[src/rtl/instr_fetch_unit_if.sv]
`default_nettype none
// ============================================================================
// Module      : instr_fetch_unit_if
// Description : Fetch-unit bus bundle: imem request/response, decode output
//               and branch redirect.
// Revision    : 1.0 - initial release
// ============================================================================
interface instr_fetch_unit_if #(
   parameter int XLEN = 32
);
   logic            imem_req_valid;
   logic            imem_req_ready;
   logic [XLEN-1:0] imem_addr;
   logic            imem_rsp_valid;
   logic [XLEN-1:0] imem_rsp_data;
   logic            instr_valid;
   logic            instr_ready;
   logic [XLEN-1:0] instr;
   logic [6:0]      opcode;
   logic [XLEN-1:0] instr_pc;
   logic            redirect_valid;
   logic [XLEN-1:0] redirect_pc;

   // Fetch-unit side
   modport master (
      output imem_req_valid,
      output imem_addr,
      output instr_valid,
      output instr,
      output opcode,
      output instr_pc,
      input  imem_req_ready,
      input  imem_rsp_valid,
      input  imem_rsp_data,
      input  instr_ready,
      input  redirect_valid,
      input  redirect_pc
   );

   // Memory and decode side
   modport slave (
      input  imem_req_valid,
      input  imem_addr,
      input  instr_valid,
      input  instr,
      input  opcode,
      input  instr_pc,
      output imem_req_ready,
      output imem_rsp_valid,
      output imem_rsp_data,
      output instr_ready,
      output redirect_valid,
      output redirect_pc
   );
endinterface
`default_nettype wire

[src/rtl/instr_fetch_unit.sv]
`default_nettype none
// ============================================================================
// Module      : instr_fetch_unit
// Description : RV32 front end. Owns the PC, issues one word fetch at a time
//               and buffers a single instruction for decode.
// Revision    : 1.0 - initial release
// ============================================================================
module instr_fetch_unit #(
   parameter int              XLEN     = 32,
   parameter logic [XLEN-1:0] RESET_PC = '0
) (
   input  wire logic          clk,
   input  wire logic          rst_n,
   instr_fetch_unit_if.master bus
);

   localparam logic [XLEN-1:0] c_PC_STEP  = XLEN'(4);
   localparam logic [XLEN-1:0] c_PC_RESET = {RESET_PC[XLEN-1:2], 2'b00};

   typedef enum logic [1:0] {
      S_IDLE = 2'd0,
      S_REQ  = 2'd1,
      S_WAIT = 2'd2,
      S_HOLD = 2'd3
   } state_t;

   state_t          r_state;
   state_t          w_state_nxt;
   logic [XLEN-1:0] r_pc;
   logic [XLEN-1:0] w_pc_nxt;
   logic            r_kill;
   logic            w_kill_nxt;
   logic [XLEN-1:0] r_instr;
   logic [XLEN-1:0] r_instr_pc;
   logic            w_load_buf;

   logic            w_req_hs;
   logic            w_dec_hs;
   logic [XLEN-1:0] w_redir_pc;

   assign w_req_hs   = (r_state == S_REQ)  && bus.imem_req_ready;
   assign w_dec_hs   = (r_state == S_HOLD) && bus.instr_ready;
   assign w_redir_pc = {bus.redirect_pc[XLEN-1:2], 2'b00};

   always_comb begin
      w_state_nxt = r_state;
      w_pc_nxt    = r_pc;
      w_kill_nxt  = r_kill;
      w_load_buf  = 1'b0;

      case (r_state)
         S_IDLE: begin
            w_state_nxt = S_REQ;
         end

         S_REQ: begin
            if (w_req_hs) begin
               w_state_nxt = S_WAIT;
               // Old-address request already left; its reply must be dropped.
               w_kill_nxt  = bus.redirect_valid;
            end
         end

         S_WAIT: begin
            if (bus.imem_rsp_valid) begin
               if (r_kill || bus.redirect_valid) begin
                  w_kill_nxt  = 1'b0;
                  w_state_nxt = S_REQ;
               end else begin
                  w_load_buf  = 1'b1;
                  w_state_nxt = S_HOLD;
               end
            end else if (bus.redirect_valid) begin
               w_kill_nxt = 1'b1;
            end
         end

         S_HOLD: begin
            if (bus.redirect_valid) begin
               w_state_nxt = S_REQ;
            end else if (w_dec_hs) begin
               w_pc_nxt    = r_pc + c_PC_STEP;
               w_state_nxt = S_REQ;
            end
         end

         default: begin
            w_state_nxt = S_IDLE;
         end
      endcase

      // Redirect overrides sequential PC advance in every state.
      if (bus.redirect_valid) begin
         w_pc_nxt = w_redir_pc;
      end
   end

   always_ff @(posedge clk or negedge rst_n) begin
      if (!rst_n) begin
         r_state    <= S_IDLE;
         r_pc       <= c_PC_RESET;
         r_kill     <= 1'b0;
         r_instr    <= '0;
         r_instr_pc <= '0;
      end else begin
         r_state <= w_state_nxt;
         r_pc    <= w_pc_nxt;
         r_kill  <= w_kill_nxt;
         if (w_load_buf) begin
            r_instr    <= bus.imem_rsp_data;
            r_instr_pc <= r_pc;
         end
      end
   end

   assign bus.imem_req_valid = (r_state == S_REQ);
   assign bus.imem_addr      = r_pc;
   assign bus.instr_valid    = (r_state == S_HOLD);
   assign bus.instr          = r_instr;
   assign bus.opcode         = r_instr[6:0];
   assign bus.instr_pc       = r_instr_pc;

endmodule
`default_nettype wire

[src/flat_wrapper.sv]
// flat-port wrapper written by rule: the top's interface ports become plain ports
module instr_fetch_unit_flat 
#(
   parameter int              XLEN     = 32,
   parameter logic [XLEN-1:0] RESET_PC = '0
)
  (clk, rst_n, bus_imem_req_valid, bus_imem_addr, bus_instr_valid, bus_instr, bus_opcode, bus_instr_pc, bus_imem_req_ready, bus_imem_rsp_valid, bus_imem_rsp_data, bus_instr_ready, bus_redirect_valid, bus_redirect_pc);
  instr_fetch_unit_if #(.XLEN(XLEN)) bus_i ();
  input  wire logic clk;
  input  wire logic rst_n;
  output wire logic [$bits(bus_i.imem_req_valid)-1:0] bus_imem_req_valid;
  output wire logic [$bits(bus_i.imem_addr)-1:0] bus_imem_addr;
  output wire logic [$bits(bus_i.instr_valid)-1:0] bus_instr_valid;
  output wire logic [$bits(bus_i.instr)-1:0] bus_instr;
  output wire logic [$bits(bus_i.opcode)-1:0] bus_opcode;
  output wire logic [$bits(bus_i.instr_pc)-1:0] bus_instr_pc;
  input wire logic [$bits(bus_i.imem_req_ready)-1:0] bus_imem_req_ready;
  input wire logic [$bits(bus_i.imem_rsp_valid)-1:0] bus_imem_rsp_valid;
  input wire logic [$bits(bus_i.imem_rsp_data)-1:0] bus_imem_rsp_data;
  input wire logic [$bits(bus_i.instr_ready)-1:0] bus_instr_ready;
  input wire logic [$bits(bus_i.redirect_valid)-1:0] bus_redirect_valid;
  input wire logic [$bits(bus_i.redirect_pc)-1:0] bus_redirect_pc;
  assign bus_imem_req_valid = bus_i.imem_req_valid;
  assign bus_imem_addr = bus_i.imem_addr;
  assign bus_instr_valid = bus_i.instr_valid;
  assign bus_instr = bus_i.instr;
  assign bus_opcode = bus_i.opcode;
  assign bus_instr_pc = bus_i.instr_pc;
  assign bus_i.imem_req_ready = bus_imem_req_ready;
  assign bus_i.imem_rsp_valid = bus_imem_rsp_valid;
  assign bus_i.imem_rsp_data = bus_imem_rsp_data;
  assign bus_i.instr_ready = bus_instr_ready;
  assign bus_i.redirect_valid = bus_redirect_valid;
  assign bus_i.redirect_pc = bus_redirect_pc;
  instr_fetch_unit #(.XLEN(XLEN), .RESET_PC(RESET_PC)) u_core (.clk(clk), .rst_n(rst_n), .bus(bus_i));
endmodule
[config.mk]
export PLATFORM = sky130hd
export DESIGN_NAME = instr_fetch_unit_flat
export DESIGN_NICKNAME = d
export VERILOG_FILES = /design/src/rtl/instr_fetch_unit_if.sv /design/src/rtl/instr_fetch_unit.sv /design/src/flat_wrapper.sv
export SDC_FILE = /design/constraint.sdc
export NUM_CORES = 1
export LEC_CHECK = 0
export CORE_UTILIZATION = 40
export DETAILED_ROUTE_END_ITERATION = 10
export MAX_ROUTING_LAYER = met4
export PLACE_DENSITY = 0.75
export SYNTH_ARGS = -nofsm -noshare
export SYNTH_HDL_FRONTEND = slang
export SYNTH_SLANG_ARGS = --single-unit
[constraint.sdc]
create_clock -name clk -period 3.3 [get_ports clk]
set_input_delay 0.66 -clock clk [delete_from_list [all_inputs] [get_ports clk]]
set_output_delay 0.66 -clock clk [all_outputs]
set_load 0.02 [all_outputs]
Word level (Yosys, flattened, before mapping)
Index checks and enable logic that the tools add are counted.
{ "totals": {"regBits": 99, "latchBits": 0, "mem_bits_rw": 0, "rom_bits": 0, "input_bits": 70, "output_inout_bits": 105, "elab_cells": 41, "n_memories": 0} }
{ "classes": {"n_addsub": 1, "mul": 0, "n_div": 0, "magnitude_cmp": 0, "eq_ne": 8, "shifts": 0, "muxes": 17, "bitwise": 0, "n_reduce_logical": 10} }
{ "op_table": {"columns": ["op", "n"], "rows": [
  ["$mux W32", 3],
  ["$add A32 B3 Y32 const B", 1],
  ["$mux W2", 5],
  ["$pmux W2 S4", 1],
  ["$mux W1", 7],
  ["$reduce_bool A2 Y1", 3],
  ["$eq A2 B2 Y1 const B", 2],
  ["$reduce_and A4 Y1", 1],
  ["$ne A3 B1 Y1 const B", 1],
  ["$ne A3 B2 Y1 const B", 1],
  ["$ne A3 B3 Y1 const B", 1],
  ["$reduce_and A3 Y1", 1],
  ["$eq A2 B1 Y1 const B", 1],
  ["$logic_and A1 B1 Y1", 2],
  ["$logic_not A2 Y1", 1],
  ["$ne A2 B1 Y1 const B", 1],
  ["$ne A2 B2 Y1 const B", 1],
  ["$pmux W1 S2", 1],
  ["$reduce_and A2 Y1", 1],
  ["$logic_or A1 B1 Y1", 1]
]} }

Logic depth before layout (Yosys ltp)
Gate-level depths: netlist of the first run.
{ "logic_depth": {"depth_word": 5, "mapped_depth": 7, "depth_no_buf": 6} }

Worst setup path before layout of the first run
No wires, ideal clock.
{ "synth_path": {"kind": "register to register", "from": "reg u_core.r_state[0]", "to": "reg u_core.r_pc[22] (netlist: u_core.bus.imem_addr[22])", "setup_time_ns": 0.124, "arrival_time_ns": 2.183, "required_ns": 3.176, "path_slack_ns": 0.993, "path_stages_with_launch": 8, "path_buffers": 2, "synth_period_minus_slack_ns": 2.307, "cell_sequence": "dfrtp_1 ha_1 nand3_2 or4_1 buf_2 clkbuf_1 o21a_1 o31a_1"} }
{ "synth_via": {"elab_chain_len": 4, "elab_cells_between_ends": 5, "classes_between": "eq/ne: 1; reduce/logical: 4"} }
{ "synth_rtl": {"columns": ["element", "line", "text"], "rows": [
  ["from (decl)", "instr_fetch_unit.sv:27", "state_t r_state;"],
  ["from (signal assigned)", "instr_fetch_unit.sv:106", "r_state <= w_state_nxt;"],
  ["$eq A2 B2 Y1 *", null, null],
  ["net bus_instr_valid", "flat_wrapper.sv:13", "output wire logic [$bits(bus_i.instr_valid)-1:0] bus_instr_valid;"],
  ["$logic_and A1 B1 Y1", "instr_fetch_unit.sv:42", "assign w_dec_hs = (r_state == S_HOLD) && bus.instr_ready;"],
  ["$reduce_bool A2 Y1 (no line)", null, null],
  ["$reduce_and A2 Y1 (no line) *", null, null],
  ["to (signal assigned)", "instr_fetch_unit.sv:101", "r_pc <= c_PC_RESET;"],
  ["to (signal assigned)", "instr_fetch_unit.sv:107", "r_pc <= w_pc_nxt;"],
  ["to (decl)", "instr_fetch_unit.sv:29", "logic [XLEN-1:0] r_pc;"]
]} }
The timed path passes the listed nets; every way through them passes the cells marked *.
A chain may end at the register's enable or synchronous reset.

Final worst setup path of the first run
{ "layout_path": {"from": "in bus_instr_ready", "to": "reg u_core.r_pc[27] (netlist: u_core.bus.imem_addr[27])"} }
{ "layout_via": {"elab_chain_len": 3} }
{ "layout_rtl": {"columns": ["element", "line", "text"], "rows": [
  ["from (decl)", "flat_wrapper.sv:20", "input wire logic [$bits(bus_i.instr_ready)-1:0] bus_instr_ready;"],
  ["$logic_and A1 B1 Y1", "instr_fetch_unit.sv:42", null],
  ["$reduce_bool A2 Y1 (no line)", null, null],
  ["$reduce_and A2 Y1 (no line)", null, null]
]} }
No other way between the ends.

==> results of run 1 <==
-- metrics by stage --
| step | cells | hold WS [ns] |
|---|---|---|
| floorplan | 379 | 0.3644 |
| global placement | 660 | 0.4892 |
| detailed placement | 660 | 0.4953 |
| CTS | 676 | 0.5088 |
| global route | 676 | 0.5326 |
| finish | 676 | 0.4753 |
-- path summary, 6_finish.rpt --
check | to | from | slack [ns]
setup / recovery | u_core.bus.imem_addr[27] | bus_instr_ready | 0.69
hold / removal | u_core.bus.imem_addr[17] | rst_n | 0.48
setup reg to reg | u_core.bus.imem_addr[27] | u_core.r_state[1] | 0.85
hold reg to reg | u_core.bus.instr_pc[24] | u_core.bus.instr_pc[24] | 0.51
max in group asynchronous | u_core.bus.instr[9] | rst_n | 2.00
min in group clk | u_core.bus.instr_pc[24] | u_core.bus.instr_pc[24] | 0.51
-- power groups by stage --
| stage | Clock (µW) | Sequential [µW] | Combinational, µW |
|---|---|---|---|
| CTS | 878 | 1820 | 2170 |
| global placement | 0 | 1810 | 2130 |
| detailed placement | 0 | 1840 | 2170 |
| global route | 934 | 1880 | 2270 |
| finish | 858 | 1820 | 2140 |
| floorplan | 0 | 2280 | 655 |
-- cells by family after synthesis --
family	after synthesis	synth area share, %
buffers and inverters	41	4.535
adder cells (fa/ha/maj)	5	1.435
flip-flops	95	54.54
XOR/XNOR	10	2.009
AND/OR/NAND/NOR	105	13.09
multiplexers	65	16.73
AO/OA/AOI/OAI	54	7.578
other	1	0.08603
-- Yosys cell counts --
cell type	number	share of area, %
sky130_fd_sc_hd__a21oi_1	3	0.34
sky130_fd_sc_hd__a221oi_1	2	0.40
sky130_fd_sc_hd__a31oi_1	16	2.3
sky130_fd_sc_hd__and2_1	1	0.14
sky130_fd_sc_hd__and3_1	2	0.29
sky130_fd_sc_hd__and4_1	4	0.80
sky130_fd_sc_hd__buf_2	2	0.23
sky130_fd_sc_hd__buf_4	11	1.9
sky130_fd_sc_hd__clkbuf_1	19	1.6
sky130_fd_sc_hd__conb_1	1	0.086
sky130_fd_sc_hd__dfrtp_1	95	55
sky130_fd_sc_hd__ha_1	5	1.4
sky130_fd_sc_hd__inv_1	9	0.77
sky130_fd_sc_hd__mux2_2	63	16
sky130_fd_sc_hd__mux2i_1	2	0.46
sky130_fd_sc_hd__nand2_1	20	1.7
sky130_fd_sc_hd__nand2_2	1	0.14
sky130_fd_sc_hd__nand2b_1	2	0.29
sky130_fd_sc_hd__nand3_1	12	1.4
sky130_fd_sc_hd__nand3_2	1	0.23
sky130_fd_sc_hd__nand3b_1	2	0.34
sky130_fd_sc_hd__nand4_1	7	1.0
sky130_fd_sc_hd__nor2_1	20	1.7
sky130_fd_sc_hd__nor2b_1	2	0.29
sky130_fd_sc_hd__nor3_1	4	0.46
sky130_fd_sc_hd__nor3b_1	3	0.52
sky130_fd_sc_hd__nor4_1	1	0.14
sky130_fd_sc_hd__o21a_1	1	0.17
sky130_fd_sc_hd__o21ai_0	22	2.5
sky130_fd_sc_hd__o31a_1	3	0.60
sky130_fd_sc_hd__o31ai_1	6	1.0
sky130_fd_sc_hd__o41ai_1	1	0.20
sky130_fd_sc_hd__or2_2	1	0.14
sky130_fd_sc_hd__or3_1	11	1.6
sky130_fd_sc_hd__or4_1	11	1.9
sky130_fd_sc_hd__xnor2_1	6	1.2
sky130_fd_sc_hd__xor2_1	4	0.80
-- per-layer routing --
metal | GRT usage [%] | vias to the layer above
met4 | 4.563 | 0
met2 | 33.81 | 98
met1 | 24.41 | 1721
met5 | - | -
li1 | - | 1660
met3 | 3.311 | 8
-- registers in the layout, indices dropped and copies added, names as in the netlist --
signal,flops
u_core.bus.imem_addr,30
u_core.bus.instr,32
u_core.bus.instr_pc,30
u_core.r_kill,1
u_core.r_state,2
-- final cells by class --
cell class	count	area, µm²
fillers	895	4104
flip-flops and latches	95	2377
multi-input cells	243	1797
repair buffers	177	1759
well taps	136	170.2
clock buffers	10	127.6
clock inverters	6	93.84
inverters	9	33.78
-- critical path, cell delays in order --
cell and delay, ns:
sky130_fd_sc_hd__clkdlybuf4s50_1 0.56, sky130_fd_sc_hd__nand2_1 0.09, sky130_fd_sc_hd__or4_1 0.84, sky130_fd_sc_hd__or4_1 0.56, sky130_fd_sc_hd__a31oi_1 0.17
==> results_dict.tcl, run 1 <==
set metrics [dict create \
    outcome "finished, final reports clean" \
    sum_of_met2_wire_segment_lengths_after_detailed_routing_mm 5.382 \
    top_signal_layer_used "met4" \
    fp.dieW_um 106.4 \
    clkSinkCount 95 \
    postSynthAreaPerCell_um2 11.59 \
    wl_met3_um 448 \
    synth.lib_cells_used.distinct 37 \
    power_per_cell_area_nw_per_um2 757.9 \
    cts.htree.levels 3 \
    syn_area_um2 4359 \
    first_pass_iters 4 \
    crit_fanout 19 \
    worst_ir_drop_vdd_mv 0.4469 \
    total_switching_power_uw 1676 \
    post_route_cells_drive_above_1_share_pct 17.04 \
    final_net_count 610 \
    timing.clock.skew_ns 0.01453 \
    grt_start_max_net_pins 82 \
    yosys_register_bits 95 \
    power.switching_fraction_pct 34.78 \
    grt_antenna_before_repair 0 \
    dpl_worst_slack_ns 0.3187 \
    holdBufCountCts 0 \
    die_area_um2 11320 \
    clk_pin_slew_worst_paths_ns 0.10 \
    post_cts_resize_count 0 \
    drt_drc_violations_left 0 \
    num_io_pins 175 \
    synth_seq_area_share_pct 54.54 \
    grt_usage_pct 19.75 \
    timing.final.crit_period_ns 2.613 \
    timing.hold.worst.class "in2async" \
    worst-endpoint-arrival_ns 2.89 \
    clk_latency_worst_skew_pair_ns 0.35 \
    port-buffer-count 168 \
    postPlaceCellArea_um2 6137 \
    cts_made_buffers 9 \
    violation_count_after_the_first_detailed_route_iteration 126 \
    critPathRequiredTime_ns 3.57 \
    cp-start-kind "input pin" \
    timing.final.hold_violations 0 \
    first_global_vias 3557 \
    max_cap_violations 0 \
    layout_commonest_cell "sky130_fd_sc_hd__clkdlybuf4s50_1" \
    grt_setup_unrepaired "false" \
    hpwl_mm 7.671 \
    cts.root.buffer_cell "sky130_fd_sc_hd__clkbuf_8" \
    routed_via_density 5.158 \
    final_critical_path_setup_slack_ns 0.6868 \
    initial_core_util_pct 41.66 \
    final_cell_mix "sky130_fd_sc_hd__clkdlybuf4s50_1, sky130_fd_sc_hd__dfrtp_1, sky130_fd_sc_hd__mux2_2, sky130_fd_sc_hd__o21ai_0" \
    cell_internal_pwr_uw 3143 \
    fin_area_um2 6359 \
    row_count 37 \
    finalCoreUtilization_pct 60.77 \
    yosysWarnings 0 \
    timing.fmax_mhz 382.7 \
    synthToLayoutAreaGrowth_pct 45.87 \
    place_congestion 0.7647 \
    tritoncts "yes" \
    setup-tns-final_ns 0 \
    timing.slew.headroom_pct 32.36 \
    cellLeakagePower_uw 0.002596 \
    r2r_cells 5 \
    seqPwrFrac_pct 37.7 \
    cts_buffer_depth 2 \
    totalWireLength_mm 10.58 \
    overflow 0 \
    path_class "in2reg" \
    finalPower_uw 4819 \
    tightestPinTransition_ns 1.015 \
    critical_path_end_type "flip-flop" \
    p_comb_share_pct 44.5 \
    routed-via-count 3487 \
    antennaDiodeCount 0 \
    power.share.clock_pct 17.8 \
    grt_first_pass_wirelength_mm 17.39 \
    final_max_slew_viol_count 0 \
    post_synth_inst_count 376 \
    antenna_violating_nets_post_route 0 \
    area_of_the_placeable_core_um2 10460 \
    routed_wire_length_per_instance_um 15.64 \
    drt-met1-wl_mm 4.682 \
    fin_crit_sh_pct 79.19 \
    post_cts_setup_buffer_count 0 \
    setup_viol 0 \
    fp.dieH_um 106.4 \
]
No activity file was read; power rests on OpenSTA's default activity.
==> run 2: changes to the inputs <==
CORE_UTILIZATION = 39   (was 40)
PLACE_DENSITY = 0.76   (was 0.75)
clock period = 2.2 ns   (was 3.3 ns; I/O delays follow)
==> run 2 against run 1 <==
Compared with the run above: flip-flop and latch count unchanged; critical path depth increased by 1; final cell count increased by 3.6%; highest routed layer unchanged; cell area increased by 2.8%; register-to-register slack got worse by 0.76 ns.
==> results_dict.tcl, run 2 (synthesized netlist as in run 1, its figures left out) <==
set metrics [dict create \
    r2r_cells 6 \
    outcome "finished, final reports clean" \
    first_global_vias 3566 \
    drt_drc_violations_left 0 \
    layout_commonest_cell "sky130_fd_sc_hd__clkdlybuf4s50_1" \
    max_cap_violations 0 \
    path_class "in2reg" \
    critPathRequiredTime_ns 2.48 \
    grt_antenna_before_repair 0 \
    total_switching_power_uw 2556 \
    worst_ir_drop_vdd_mv 0.6219 \
    first_pass_iters 4 \
    worstReg2RegStart "u_core.r_state[0]" \
    final_max_slew_viol_count 0 \
    routed_via_density 5.149 \
    port-buffer-count 168 \
    timing.hold.worst.class "in2async" \
    post_route_cells_drive_above_1_share_pct 21.25 \
    die_area_um2 11600 \
    power_per_cell_area_nw_per_um2 1093 \
    initial_core_util_pct 40.04 \
    cts_buffer_depth 2 \
    cell_internal_pwr_uw 4590 \
    grt_setup_unrepaired "false" \
    cts_made_buffers 9 \
    place_congestion 0.7620 \
    violation_count_after_the_first_detailed_route_iteration 143 \
    final_net_count 630 \
    power.switching_fraction_pct 35.77 \
    clkSinkCount 95 \
    ff_latch_area_um2 2382 \
    synthToLayoutAreaGrowth_pct 49.94 \
    num_io_pins 175 \
    clk_pin_slew_worst_paths_ns 0.10 \
    fillerInstances 919 \
    grt_first_pass_wirelength_mm 17.43 \
    multi_input_area_um2 1818 \
    fin_crit_sh_pct 97.54 \
    cp-start-kind "input pin" \
    cts.htree.levels 3 \
    finalPower_uw 7146 \
    antenna_violating_nets_post_route 0 \
    tritoncts "yes" \
    routed_wire_length_per_instance_um 15.32 \
    power.share.clock_pct 15.6 \
    fp.dieH_um 107.7 \
    routed-via-count 3604 \
    totalWireLength_mm 10.73 \
    area_of_the_placeable_core_um2 10890 \
    clk_latency_worst_skew_pair_ns 0.36 \
    grt_usage_pct 19.69 \
    critical_path_end_type "flip-flop" \
    cellLeakagePower_uw 0.002680 \
    setup.reg_to_reg.worst_slack_ns 0.09 \
    timing.final.crit_period_ns 2.146 \
    hpwl_mm 7.905 \
    largest_register_ff_count 32 \
    crit_start "bus_instr_ready" \
    seqPwrFrac_pct 37.8 \
    timing.final.hold_violations 0 \
    timing.fmax_mhz 466.0 \
    final_cell_mix "sky130_fd_sc_hd__clkdlybuf4s50_1, sky130_fd_sc_hd__dfrtp_1, sky130_fd_sc_hd__mux2_2, sky130_fd_sc_hd__buf_4, sky130_fd_sc_hd__o21ai_0" \
    overflow 0 \
    row_count 38 \
    worst-endpoint-arrival_ns 2.42 \
    grt_start_max_net_pins 58 \
    p_comb_share_pct 46.6 \
    setup_viol 0 \
    fp.dieW_um 107.7 \
    critical_path.endpoint "u_core.bus.imem_addr[27]" \
    crit_fanout 19 \
    cts.root.buffer_cell "sky130_fd_sc_hd__clkbuf_8" \
    setup-tns-final_ns 0 \
    timing.clock.skew_ns 0.01303 \
    antennaDiodeCount 0 \
    r2r_end "u_core.bus.imem_addr[27]" \
]
==> run 2: cell type report <==
cell class	instances	share of cell area (%)
Sequential cell	95	36.45
Clock buffer	10	2.106
Multi-Input combinational cell	243	27.81
Timing Repair Buffer	197	29.67
Clock inverter	6	0.7657
Inverter	9	0.5168
Tap cell	140	2.680
==> run 2: repair_timing <==
| action | CTS | global route |
|---|---|---|
| buffers inserted | 0 | 1 |
| resized for setup | 2 | 4 |
| pin swaps | 0 | 0 |
| hold buffers | 1 | 0 |
| endpoints found under the hold margin | 20 | 0 |
| setup endpoints to repair | 2 | 8 |
==> run 2: worst max-delay path, stage by stage <==
cell                              delay [ns]
sky130_fd_sc_hd__clkdlybuf4s50_1        0.51
sky130_fd_sc_hd__nand2_1                0.08
sky130_fd_sc_hd__or4_1                  0.54
sky130_fd_sc_hd__buf_6                  0.18
sky130_fd_sc_hd__or4_1                  0.48
sky130_fd_sc_hd__a31oi_1                0.20
==> run 2: power groups by stage <==
stage	combinational, µW	sequential (µW)	clock [µW]
6_report	3330	2700	1110
5_1_grt	3560	2790	1220
4_1_cts	3350	2710	1150
3_5_place_dp	3340	2750	0
3_3_place_gp	3290	2700	0
2_1_floorplan	990	3430	0
==> run 2: worst min-delay path by stage <==
stage / start / end / slack (ns) / cells past startpoint
after CTS: rst_n / u_core.bus.instr_pc[21] / 0.50 / 2
final: rst_n / u_core.bus.instr_pc[21] / 0.50 / 2
after global placement: rst_n / u_core.bus.instr_pc[21] / 0.34 / 1
after global routing: rst_n / u_core.bus.instr_pc[21] / 0.53 / 2
after detailed placement: rst_n / u_core.bus.instr_pc[21] / 0.35 / 1
after floorplan: rst_n / u_core.bus.imem_addr[10] / 0.14 / 0
==> run 2: through the flow <==
stage	hold WS, ns	instance area, µm²	instances	util (%)	setup WS [ns]
final	0.5036	6536	700	60.03	0.05404
after global routing	0.5253	6536	700	60.03	0.006861
after CTS	0.4973	6515	699	59.84	0.02412
after detailed placement	0.3512	6317	682	58.02	-0.3402
after global placement	0.3449	6317	682	58.02	-0.2610
after floorplan	0.1444	4385	379	-	0.03988
==> run 2: routing by layer <==
metal,wire length (µm),GRT usage (%)
met1,4816,25.81
met2,5235,31.91
met3,613,3.874
met4,61,3.816
met5,0,-
